**src/rtl/membus_arbiter_pkg.sv**
```systemverilog
// Shared types for the I/D memory bus arbiter.
// eei: bus widths; util: tag types; membus_arbiter_pkg: local helpers.
package eei;
   localparam int unsigned XLEN              = 64;
   localparam int unsigned ILEN              = 32;
   localparam int unsigned MEMBUS_DATA_WIDTH = 64;
endpackage

package util;
   typedef enum logic {
      SRC_I = 1'b0,
      SRC_D = 1'b1
   } ArbSrc;

   typedef struct packed {
      ArbSrc src;
      logic  wsel;
   } ArbTag;
endpackage

package membus_arbiter_pkg;
   import util::*;

   localparam int unsigned TAG_W = $bits(ArbTag);

   // Width of a counter that must hold 0..n inclusive.
   function automatic int unsigned cnt_w(input int unsigned n);
      return (n < 1) ? 1 : $clog2(n + 1);
   endfunction
endpackage

```
**src/rtl/membus_arbiter_if.sv**
```systemverilog
// Fetch, data and downstream bus bundle for membus_arbiter.
// slave: arbiter side; master: core/memory environment side.
interface membus_arbiter_if
   import eei::*;
#(
   parameter int unsigned XW = XLEN,
   parameter int unsigned IW = ILEN,
   parameter int unsigned DW = MEMBUS_DATA_WIDTH
) ();
   logic          i_valid;
   logic          i_ready;
   logic [XW-1:0] i_addr;
   logic          i_rvalid;
   logic [IW-1:0] i_rdata;

   logic            d_valid;
   logic            d_ready;
   logic [XW-1:0]   d_addr;
   logic            d_wen;
   logic [DW-1:0]   d_wdata;
   logic [DW/8-1:0] d_wmask;
   logic            d_rvalid;
   logic [DW-1:0]   d_rdata;

   logic            m_valid;
   logic            m_ready;
   logic [XW-1:0]   m_addr;
   logic            m_wen;
   logic [DW-1:0]   m_wdata;
   logic [DW/8-1:0] m_wmask;
   logic            m_rvalid;
   logic [DW-1:0]   m_rdata;

   modport slave (
      input  i_valid, i_addr,
      output i_ready, i_rvalid, i_rdata,
      input  d_valid, d_addr, d_wen, d_wdata, d_wmask,
      output d_ready, d_rvalid, d_rdata,
      output m_valid, m_addr, m_wen, m_wdata, m_wmask,
      input  m_ready, m_rvalid, m_rdata
   );

   modport master (
      output i_valid, i_addr,
      input  i_ready, i_rvalid, i_rdata,
      output d_valid, d_addr, d_wen, d_wdata, d_wmask,
      input  d_ready, d_rvalid, d_rdata,
      input  m_valid, m_addr, m_wen, m_wdata, m_wmask,
      output m_ready, m_rvalid, m_rdata
   );
endinterface

```
**src/rtl/membus_arbiter_tag_fifo.sv**
```systemverilog
// In-order tag FIFO: push/pop, full/empty, occupancy count.
// Ports: clk, rst (async low), push/din, pop/dout, full, empty, count.
module tag_fifo #(
   parameter int unsigned DEPTH = 2,
   parameter int unsigned WIDTH = 2
) (
   input  logic                       clk,
   input  logic                       rst,
   input  logic                       push,
   input  logic [WIDTH-1:0]           din,
   input  logic                       pop,
   output logic [WIDTH-1:0]           dout,
   output logic                       full,
   output logic                       empty,
   output logic [$clog2(DEPTH+1)-1:0] count
);
   localparam int unsigned PW = (DEPTH > 1) ? $clog2(DEPTH) : 1;
   localparam int unsigned CW = $clog2(DEPTH + 1);

   logic [PW-1:0]    wr_ptr_q, wr_ptr_d;
   logic [PW-1:0]    rd_ptr_q, rd_ptr_d;
   logic [CW-1:0]    count_q, count_d;
   logic [WIDTH-1:0] mem_q [DEPTH];
   logic [WIDTH-1:0] mem_d [DEPTH];
   logic             do_push, do_pop;

   function automatic logic [PW-1:0] nxt(input logic [PW-1:0] p);
      return (p == PW'(DEPTH - 1)) ? '0 : p + 1'b1;
   endfunction

   assign full    = (count_q == CW'(DEPTH));
   assign empty   = (count_q == '0);
   assign count   = count_q;
   assign dout    = mem_q[rd_ptr_q];
   assign do_push = push && !full;
   assign do_pop  = pop && !empty;

   always_comb begin
      mem_d    = mem_q;
      wr_ptr_d = wr_ptr_q;
      rd_ptr_d = rd_ptr_q;
      count_d  = count_q;
      if (do_push) begin
         mem_d[wr_ptr_q] = din;
         wr_ptr_d        = nxt(wr_ptr_q);
      end
      if (do_pop) begin
         rd_ptr_d = nxt(rd_ptr_q);
      end
      unique case ({do_push, do_pop})
         2'b10:   count_d = count_q + 1'b1;
         2'b01:   count_d = count_q - 1'b1;
         default: count_d = count_q;
      endcase
   end

   always_ff @(posedge clk or negedge rst) begin
      if (!rst) begin
         wr_ptr_q <= '0;
         rd_ptr_q <= '0;
         count_q  <= '0;
         for (int i = 0; i < int'(DEPTH); i++) begin
            mem_q[i] <= '0;
         end
      end else begin
         wr_ptr_q <= wr_ptr_d;
         rd_ptr_q <= rd_ptr_d;
         count_q  <= count_d;
         mem_q    <= mem_d;
      end
   end
endmodule

```
**src/rtl/membus_arbiter.sv**
```systemverilog
// Arbitrates fetch and data requesters onto one downstream bus.
// Ports: clk, rst (async low), bus (slave), outstanding, proto_err.
module membus_arbiter
   import util::*;
   import membus_arbiter_pkg::*;
#(
   parameter int unsigned XLEN            = eei::XLEN,
   parameter int unsigned ILEN            = eei::ILEN,
   parameter int unsigned DATA_WIDTH      = eei::MEMBUS_DATA_WIDTH,
   parameter int unsigned MAX_OUTSTANDING = 2,
   parameter int unsigned STARVE_LIMIT    = 4
) (
   input  logic                                 clk,
   input  logic                                 rst,
   membus_arbiter_if.slave                      bus,
   output logic [$clog2(MAX_OUTSTANDING+1)-1:0] outstanding,
   output logic                                 proto_err
);
   localparam int unsigned SW = cnt_w(STARVE_LIMIT);

   logic [SW-1:0]    starve_q, starve_d;
   logic             proto_err_q, proto_err_d;
   logic             grant_i, grant_d;
   logic             full, empty;
   logic             issue, rsp_ok;
   ArbTag            push_tag, head_tag;
   logic [TAG_W-1:0] head_bits;

   // Fetch wins when data is idle or has had STARVE_LIMIT grants in a row.
   assign grant_i = bus.i_valid &&
                    (!bus.d_valid || starve_q == SW'(STARVE_LIMIT));
   assign grant_d = bus.d_valid && !grant_i;

   // full is from the registered count, so a same-cycle pop never frees
   // a slot; this keeps m_rvalid off the ready path.
   assign bus.m_valid = (bus.i_valid || bus.d_valid) && !full;
   assign bus.i_ready = bus.m_ready && !full && grant_i;
   assign bus.d_ready = bus.m_ready && !full && grant_d;
   assign issue       = bus.m_valid && bus.m_ready;

   assign bus.m_addr  = grant_i ? bus.i_addr : bus.d_addr;
   assign bus.m_wen   = grant_i ? 1'b0 : bus.d_wen;
   assign bus.m_wdata = grant_i ? '0 : bus.d_wdata;
   assign bus.m_wmask = grant_i ? '0 : bus.d_wmask;

   assign push_tag.src  = grant_i ? SRC_I : SRC_D;
   assign push_tag.wsel = bus.i_addr[2];

   assign head_tag = ArbTag'(head_bits);
   assign rsp_ok   = bus.m_rvalid && !empty;

   assign bus.i_rvalid = rsp_ok && (head_tag.src == SRC_I);
   assign bus.d_rvalid = rsp_ok && (head_tag.src == SRC_D);
   assign bus.i_rdata  = head_tag.wsel ?
                         bus.m_rdata[DATA_WIDTH-1 -: ILEN] :
                         bus.m_rdata[ILEN-1:0];
   assign bus.d_rdata  = bus.m_rdata;

   assign proto_err = proto_err_q;

   tag_fifo #(
      .DEPTH (MAX_OUTSTANDING),
      .WIDTH (TAG_W)
   ) u_tag_fifo (
      .clk   (clk),
      .rst   (rst),
      .push  (issue),
      .din   (push_tag),
      .pop   (rsp_ok),
      .dout  (head_bits),
      .full  (full),
      .empty (empty),
      .count (outstanding)
   );

   always_comb begin
      starve_d    = starve_q;
      proto_err_d = proto_err_q || (bus.m_rvalid && empty);
      if (!bus.i_valid || (issue && grant_i)) begin
         starve_d = '0;
      end else if (issue && grant_d &&
                   starve_q != SW'(STARVE_LIMIT)) begin
         starve_d = starve_q + 1'b1;
      end
   end

   always_ff @(posedge clk or negedge rst) begin
      if (!rst) begin
         starve_q    <= '0;
         proto_err_q <= 1'b0;
      end else begin
         starve_q    <= starve_d;
         proto_err_q <= proto_err_d;
      end
   end
endmodule
```
**src/flat_wrapper.sv**
```systemverilog
// flat-port wrapper written by rule: the top's interface ports become plain ports
module membus_arbiter_flat import util::*; import membus_arbiter_pkg::*;
#(
   parameter int unsigned XLEN            = eei::XLEN,
   parameter int unsigned ILEN            = eei::ILEN,
   parameter int unsigned DATA_WIDTH      = eei::MEMBUS_DATA_WIDTH,
   parameter int unsigned MAX_OUTSTANDING = 2,
   parameter int unsigned STARVE_LIMIT    = 4
)
  (clk, rst, outstanding, proto_err, bus_i_valid, bus_i_addr, bus_i_ready, bus_i_rvalid, bus_i_rdata, bus_d_valid, bus_d_addr, bus_d_wen, bus_d_wdata, bus_d_wmask, bus_d_ready, bus_d_rvalid, bus_d_rdata, bus_m_valid, bus_m_addr, bus_m_wen, bus_m_wdata, bus_m_wmask, bus_m_ready, bus_m_rvalid, bus_m_rdata);
  membus_arbiter_if bus_i ();
  input  logic clk;
  input  logic rst;
  output logic [$clog2(MAX_OUTSTANDING+1)-1:0] outstanding;
  output logic proto_err;
  input wire logic [$bits(bus_i.i_valid)-1:0] bus_i_valid;
  input wire logic [$bits(bus_i.i_addr)-1:0] bus_i_addr;
  output wire logic [$bits(bus_i.i_ready)-1:0] bus_i_ready;
  output wire logic [$bits(bus_i.i_rvalid)-1:0] bus_i_rvalid;
  output wire logic [$bits(bus_i.i_rdata)-1:0] bus_i_rdata;
  input wire logic [$bits(bus_i.d_valid)-1:0] bus_d_valid;
  input wire logic [$bits(bus_i.d_addr)-1:0] bus_d_addr;
  input wire logic [$bits(bus_i.d_wen)-1:0] bus_d_wen;
  input wire logic [$bits(bus_i.d_wdata)-1:0] bus_d_wdata;
  input wire logic [$bits(bus_i.d_wmask)-1:0] bus_d_wmask;
  output wire logic [$bits(bus_i.d_ready)-1:0] bus_d_ready;
  output wire logic [$bits(bus_i.d_rvalid)-1:0] bus_d_rvalid;
  output wire logic [$bits(bus_i.d_rdata)-1:0] bus_d_rdata;
  output wire logic [$bits(bus_i.m_valid)-1:0] bus_m_valid;
  output wire logic [$bits(bus_i.m_addr)-1:0] bus_m_addr;
  output wire logic [$bits(bus_i.m_wen)-1:0] bus_m_wen;
  output wire logic [$bits(bus_i.m_wdata)-1:0] bus_m_wdata;
  output wire logic [$bits(bus_i.m_wmask)-1:0] bus_m_wmask;
  input wire logic [$bits(bus_i.m_ready)-1:0] bus_m_ready;
  input wire logic [$bits(bus_i.m_rvalid)-1:0] bus_m_rvalid;
  input wire logic [$bits(bus_i.m_rdata)-1:0] bus_m_rdata;
  assign bus_i.i_valid = bus_i_valid;
  assign bus_i.i_addr = bus_i_addr;
  assign bus_i_ready = bus_i.i_ready;
  assign bus_i_rvalid = bus_i.i_rvalid;
  assign bus_i_rdata = bus_i.i_rdata;
  assign bus_i.d_valid = bus_d_valid;
  assign bus_i.d_addr = bus_d_addr;
  assign bus_i.d_wen = bus_d_wen;
  assign bus_i.d_wdata = bus_d_wdata;
  assign bus_i.d_wmask = bus_d_wmask;
  assign bus_d_ready = bus_i.d_ready;
  assign bus_d_rvalid = bus_i.d_rvalid;
  assign bus_d_rdata = bus_i.d_rdata;
  assign bus_m_valid = bus_i.m_valid;
  assign bus_m_addr = bus_i.m_addr;
  assign bus_m_wen = bus_i.m_wen;
  assign bus_m_wdata = bus_i.m_wdata;
  assign bus_m_wmask = bus_i.m_wmask;
  assign bus_i.m_ready = bus_m_ready;
  assign bus_i.m_rvalid = bus_m_rvalid;
  assign bus_i.m_rdata = bus_m_rdata;
  membus_arbiter #(.XLEN(XLEN), .ILEN(ILEN), .DATA_WIDTH(DATA_WIDTH), .MAX_OUTSTANDING(MAX_OUTSTANDING), .STARVE_LIMIT(STARVE_LIMIT)) u_core (.clk(clk), .rst(rst), .bus(bus_i), .outstanding(outstanding), .proto_err(proto_err));
endmodule
```
**config.mk**
```make
export PLATFORM = sky130hd
export DESIGN_NAME = membus_arbiter_flat
export DESIGN_NICKNAME = d
export VERILOG_FILES = /design/src/rtl/membus_arbiter_pkg.sv /design/src/rtl/membus_arbiter_if.sv /design/src/rtl/membus_arbiter_tag_fifo.sv /design/src/rtl/membus_arbiter.sv /design/src/flat_wrapper.sv
export SDC_FILE = /design/constraint.sdc
export NUM_CORES = 1
export LEC_CHECK = 0
export BUFFER_PORTS_ARGS = -buffer_cell sky130_fd_sc_hd__buf_2
export CAP_MARGIN = 20
export CELL_PAD_IN_SITES_DETAIL_PLACEMENT = 2
export CELL_PAD_IN_SITES_GLOBAL_PLACEMENT = 2
export CORE_AREA = 2 2 198 200
export DETAILED_ROUTE_END_ITERATION = 6
export DIE_AREA = 0 0 200 202
export PLACE_DENSITY_LB_ADDON = 0.1
export SETUP_SLACK_MARGIN = 0.05
export SLEW_MARGIN = 20
export SYNTH_ARGS = -nofsm -noshare
export SYNTH_HDL_FRONTEND = slang
export SYNTH_SLANG_ARGS = --single-unit
```
**constraint.sdc**
```tcl
create_clock -name clk -period 2.09 [get_ports clk]
set_input_delay 0.418 -clock clk [delete_from_list [all_inputs] [get_ports clk]]
set_output_delay 0.418 -clock clk [all_outputs]
set_load 0.02 [all_outputs]
```
Word level (Yosys, flattened, before mapping)
Index checks and enable logic that the tools add are counted.

storage, ports and cells
  input bits = 271
  bits in registers = 12
  output and inout port bits = 241
  word-level logic and storage cells = 69

operators by class
  add/sub/neg operators = 5
  bitwise gates (word level) = 3
  magnitude comparators = 3
  equal/unequal tests = 5
  muxes and demuxes = 17
  reduce and logical (&&, ||, !) cells = 29

operators with widths
  operator                                                               number
  64-bit two-way mux                                                     2
  32-bit two-way mux                                                     1
  1-bit logical AND                                                      17
  2-bit two-way mux                                                      4
  8-bit two-way mux                                                      1
  3-bit two-way mux                                                      2
  1-bit zero test                                                        5
  4-bit bitwise mux                                                      1
  2-bit == test (second input constant)                                  2
  2-bit >= comparator (second input constant)                            2
  1-bit logical OR                                                       4
  1-bit two-way mux                                                      4
  1-bit inverter with 2-bit output                                       2
  2-bit case mux with 2 select lines                                     1
  2-bit nonzero test                                                     2
  3-bit by 1-bit adder with 3-bit output (second input constant)         1
  3-bit == test (second input constant)                                  1
  3-bit inequality test (second input constant)                          1
  1-bit adder (second input constant)                                    2
  2-bit by 1-bit adder with 2-bit output (second input constant)         1
  2-bit demux with 1-bit select                                          1
  2-bit by 1-bit == test with 1-bit output (second input constant)       1
  2-bit zero test                                                        1
  2-bit by 1-bit < comparator with 1-bit output (second input constant)  1
  other kinds (2)                                                        2

Logic depth before layout (Yosys ltp)
  depth after elaboration = 9
  mapped depth = 7
  gate-level depth less buffers = 6

Cells and area by module
A second synthesis with hierarchy kept.

second synthesis, totals
  cell total of the unflattened synthesis = 314
  area, all modules = 2934.1 µm²

by module, submodules not included
  module          cells an instance  times used  area an instance (µm²)  sequential area each (µm²)
  membus_arbiter  286                1           2544.9                  100.1
  tag_fifo        28                 1           389.1                   200.2

Least setup slack after synthesis
Ideal clock, no wire load.

  kind = reg-to-output
  from = register u_core.starve_q[0]
  to = output port bus_m_addr[26]
  cell stages (with the launch flop) = 7
  required time = 1.672 ns
  arrival = 1.486 ns
  path buffers = 1
  path slack = 0.186 ns
  cells stage by stage = dfrtp_1 inv_1 ha_1 a21bo_2 nand2_4 buf_4 mux2_2

between the ends
  cells in the longest elaborated chain, start to end = 4

ends and longest elaborated chain
  what                      line                  text
  start: declaration        membus_arbiter.sv:21  logic [SW-1:0] starve_q, starve_d;
  start signal: assignment  membus_arbiter.sv:92  starve_q <= starve_d;
  3-bit == test             membus_arbiter.sv:31  (!bus.d_valid || starve_q == SW'(STARVE_LIMIT));
  1-bit logical OR          membus_arbiter.sv:31
  1-bit logical AND         membus_arbiter.sv:30  assign grant_i = bus.i_valid &&
  64-bit two-way mux        membus_arbiter.sv:41  assign bus.m_addr = grant_i ? bus.i_addr : bus.d_addr;
  end: declaration          flat_wrapper.sv:30    output wire logic [$bits(bus_i.m_addr)-1:0] bus_m_addr;

Every way passes these cells.

Worst setup path after layout
  from = register u_core.starve_q[1]
  to = output port bus_m_addr[26]

Same word-level chain as after synthesis.

==> results.py <==
metrics = {
    "route": {
        "drc": 0,
        "post_drt_wl_per_cell_um": 18.1,
        "detail_route.vias_per_cell": 3.18,
        "vias": 4152,
        "routed_wirelength_um": 23600,
        "antenna_left": 0,
        "drt_iter0_markers": 76,
        "drtPass1Iterations": 4,
    },
    "status": {
        "outcome": "complete, but fails checks",
        "violations": "negative setup slack",
    },
    "setup_path": {
        "critPathMaxStageDelay_ns": 0.37,
        "reg2reg_slack_ns": 0.44,
        "crit_chain": "inv_2 -> ha_4 -> a21bo_4 -> nand2_8 -> clkbuf_16 -> mux2_2 -> buf_4",
        "required_ns": 1.67,
        "path_max_fanout": 11,
        "critical_path_arrival_ns": 1.89,
        "slowest_stage": "dfrtp_1",
        "rr_worst_depth": 7,
        "reg2reg_to": "u_core.u_tag_fifo.mem_q[1]",
        "path_delay_family": "buffers and inverters",
        "crit_type": "flop to output port",
        "endpoint_kind": "output port",
        "cp-start-kind": "flop",
        "regToRegStartpoint": "u_core.starve_q[0]",
        "critPathBufInv": 3,
    },
    "global_routing": {
        "grt_pass1_wl_um": 31100,
        "antenna_found_initial": 4,
        "grt-ovfl-total": 0,
        "grt_pass1_vias": 4624,
        "grt.total_usage_pct": 10.5,
        "met3_usage_pct": 3.14,
        "grt_start_max_net_pins": 26,
        "use_met2_pct": 21.6,
        "gr-usage-met1_pct": 10.6,
        "grt_most_used_layer": "met2",
    },
    "logic_synthesis": {
        "yosys.area_share.simple_pct": 21.0,
        "synth_ff_type": "dfrtp_1",
        "syn_inst": 311,
        "syn_area_mm2": 0.00291,
        "yosys.area_share.adder_pct": 1.29,
        "syn_nets": 585,
        "synth_top_family_by_area": "multiplexers",
        "yosys_warnings": 0,
        "ys_types": 34,
        "synth_top_area_share_pct": 38.0,
        "synth_xor_area_share_pct": 1.51,
        "synth.most_common_cell": "mux2_2",
        "syn_area_per_cell_um2": 9.34,
        "synthTopCellsByArea": "mux2_2 (38%), buf_4 (17%), and2_1 (16%)",
        "synthMuxAreaShare_pct": 39.8,
        "ys_ff_latch": 12,
        "yosys.area.top_type": "mux2_2",
        "ys_top_cells_by_count": "mux2_2 (98), and2_1 (74), buf_4 (65)",
        "synth_edf_count": 0,
        "seq_area_frac_synth_pct": 10.3,
        "async_reset_ff_share_pct": 100,
        "synth_compound_area_share_pct": 2.15,
    },
    "sta": {
        "tightest_slew_ns": 0.423,
        "fin_crit_ns": 2.31,
        "rsz0062_at_grt": "yes",
        "hold_violations": 0,
        "slew_violations": 0,
        "period_share_pct": 111,
        "max_freq_mhz": 433,
        "setup_ws_ns": -0.220,
        "maxSlewHeadroom_pct": 71.7,
        "fin_skew_ns": 0.00380,
        "setup_viol": 139,
    },
    "run": {
        "drv_cap": 0,
    },
    "worst_hold_path": {
        "hold_path_class": "input port to async pin",
    },
    "floorplan": {
        "placementRows": 72,
        "core_mm2": 0.0383,
        "dieArea_mm2": 0.0404,
        "fp.dieH_um": 202,
        "die_width_um": 200,
        "initial_utilization_pct": 7.59,
        "pin_count": 512,
    },
    "placed_design": {
        "place_congestion": 0.746,
        "dp.cells": 1272,
        "detailed_place_hpwl_um": 19200,
        "place_area_mm2": 0.00562,
        "io_buffers": 511,
    },
    "final_layout": {
        "syn_to_final_growth_pct": 160,
        "drive_gt1_share_pct": 92.0,
        "nNetsFinal": 1060,
        "n_fill_cell": 4467,
        "stdcell_count": 1304,
        "fin_area_mm2": 0.00755,
    },
    "cts": {
        "clock-sinks": 12,
        "numCtsBuffers": 3,
        "clock_latency_ns": 0.24,
        "cts_root_buf": "clkbuf_16",
        "cts_hold_buf": 0,
        "clock_path_buffers": 2,
        "path_clk_slew_ns": 0.05,
        "cts_max_level": 1,
        "cts_tree": "built",
    },
    "power": {
        "pwr_density_cell_mw_per_mm2": 692,
        "power.leakage_nw": 4.02,
        "irDropWorstVdd_mv": 0.277,
    },
}
worst register-to-register path, stage by stage, from the launching register on:
cell and delay (ns):
dfrtp_1 0.38, inv_2 0.08, ha_4 0.14, a21bo_4 0.20
nand2_8 0.11, clkbuf_16 0.21, buf_4 0.16, mux2_2 0.25
cells in the final DEF, fill, tap and decap left out, drive strengths merged:
cell / count
nand2: 7
a21bo: 1
and4: 1
ha: 3
xor2: 1
dfrtp: 12
nand3b: 1
nor2: 5
a21o: 1
a21oi: 1
inv: 3
and2: 74
nor3: 2
mux2i: 2
nor4b: 2
buf: 546
nand2b: 1
mux2: 100
a41o: 1
a21boi: 1
o2bb2ai: 1
o31a: 1
nor2b: 3
clkbuf: 8
diode: 2
xnor2: 4
and3: 1
o21ai: 1
flip-flops by register name, summed over array words and instances, names as in the netlist:
name / cells
u_core.u_tag_fifo.mem_q: 4
u_core.starve_q: 3
u_core.u_tag_fifo.count: 2
u_core.proto_err: 1
u_core.u_tag_fifo.rd_ptr_q: 1
u_core.u_tag_fifo.wr_ptr_q: 1
routing by layer:
metal | vias to the layer above | part of all wire (%)
met5 | - | 0.068
met4 | 2 | 0.18
met3 | 8 | 8.6
met2 | 241 | 57
met1 | 1959 | 34
li1 | 1942 | -
cell families after synthesis:
family | count (synthesis)
multiplexers | 102
XOR/XNOR | 5
buffers and inverters | 85
adder cells (fa/ha/maj) | 3
flip-flops | 12
AO/OA/AOI/OAI | 8
AND/OR/NAND/NOR | 96
worst max-delay path by stage:
stage	slack [ns]	to	depth (start not counted)	from
after floorplan	0.19	bus_m_addr[26]	6	u_core.starve_q[0]
after global placement	-0.08	bus_m_addr[62]	7	u_core.starve_q[1]
after global routing	-0.29	bus_m_addr[51]	7	u_core.starve_q[1]
after detailed placement	-0.07	bus_m_addr[62]	7	u_core.starve_q[0]
final	-0.22	bus_m_addr[26]	7	u_core.starve_q[1]
after CTS	-0.25	bus_m_addr[41]	8	u_core.starve_q[1]
final cells by class:
cell class	instances	area, µm²	share of cell area (%)
timing repair buffer	551	4140	54.9
inverter	3	11.3	0.149
clock buffer	3	75.1	0.994
multi-input combinational	215	2370	31.4
tap	518	648	8.58
sequential	12	302	3.99
antenna	2	5.00	0.0663
through the flow:
stage / hold WS, ns / setup WS (ns) / power [mW] / TNS, ns / util (%)
2_1_floorplan: 0.122 / 0.186 / 2.41 / 0 / -
3_3_place_gp: 0.347 / -0.0769 / 3.48 / -2.07 / 14.7
3_5_place_dp: 0.340 / -0.0707 / 3.48 / -2.01 / 14.7
4_1_cts: 0.0808 / -0.249 / 5.12 / -23.74 / 18.0
5_1_grt: 0.0901 / -0.292 / 5.55 / -32.28 / 19.7
6_report: 0.0712 / -0.220 / 5.22 / -20.13 / 19.7
where the power goes:
group / switching [mW] / internal [mW] / total [mW]
Sequential: 0.0857 / 0.323 / 0.408
Combinational: 2.01 / 2.45 / 4.47
Clock: 0.0997 / 0.249 / 0.349
what timing repair did:
action	4_1_cts	5_1_grt
setup endpoints to repair	171	171
pin swaps	15	21
gates resized for setup	268	185
setup buffers	15	3
gates cloned	7	6
(Power assumes the default switching activity.)
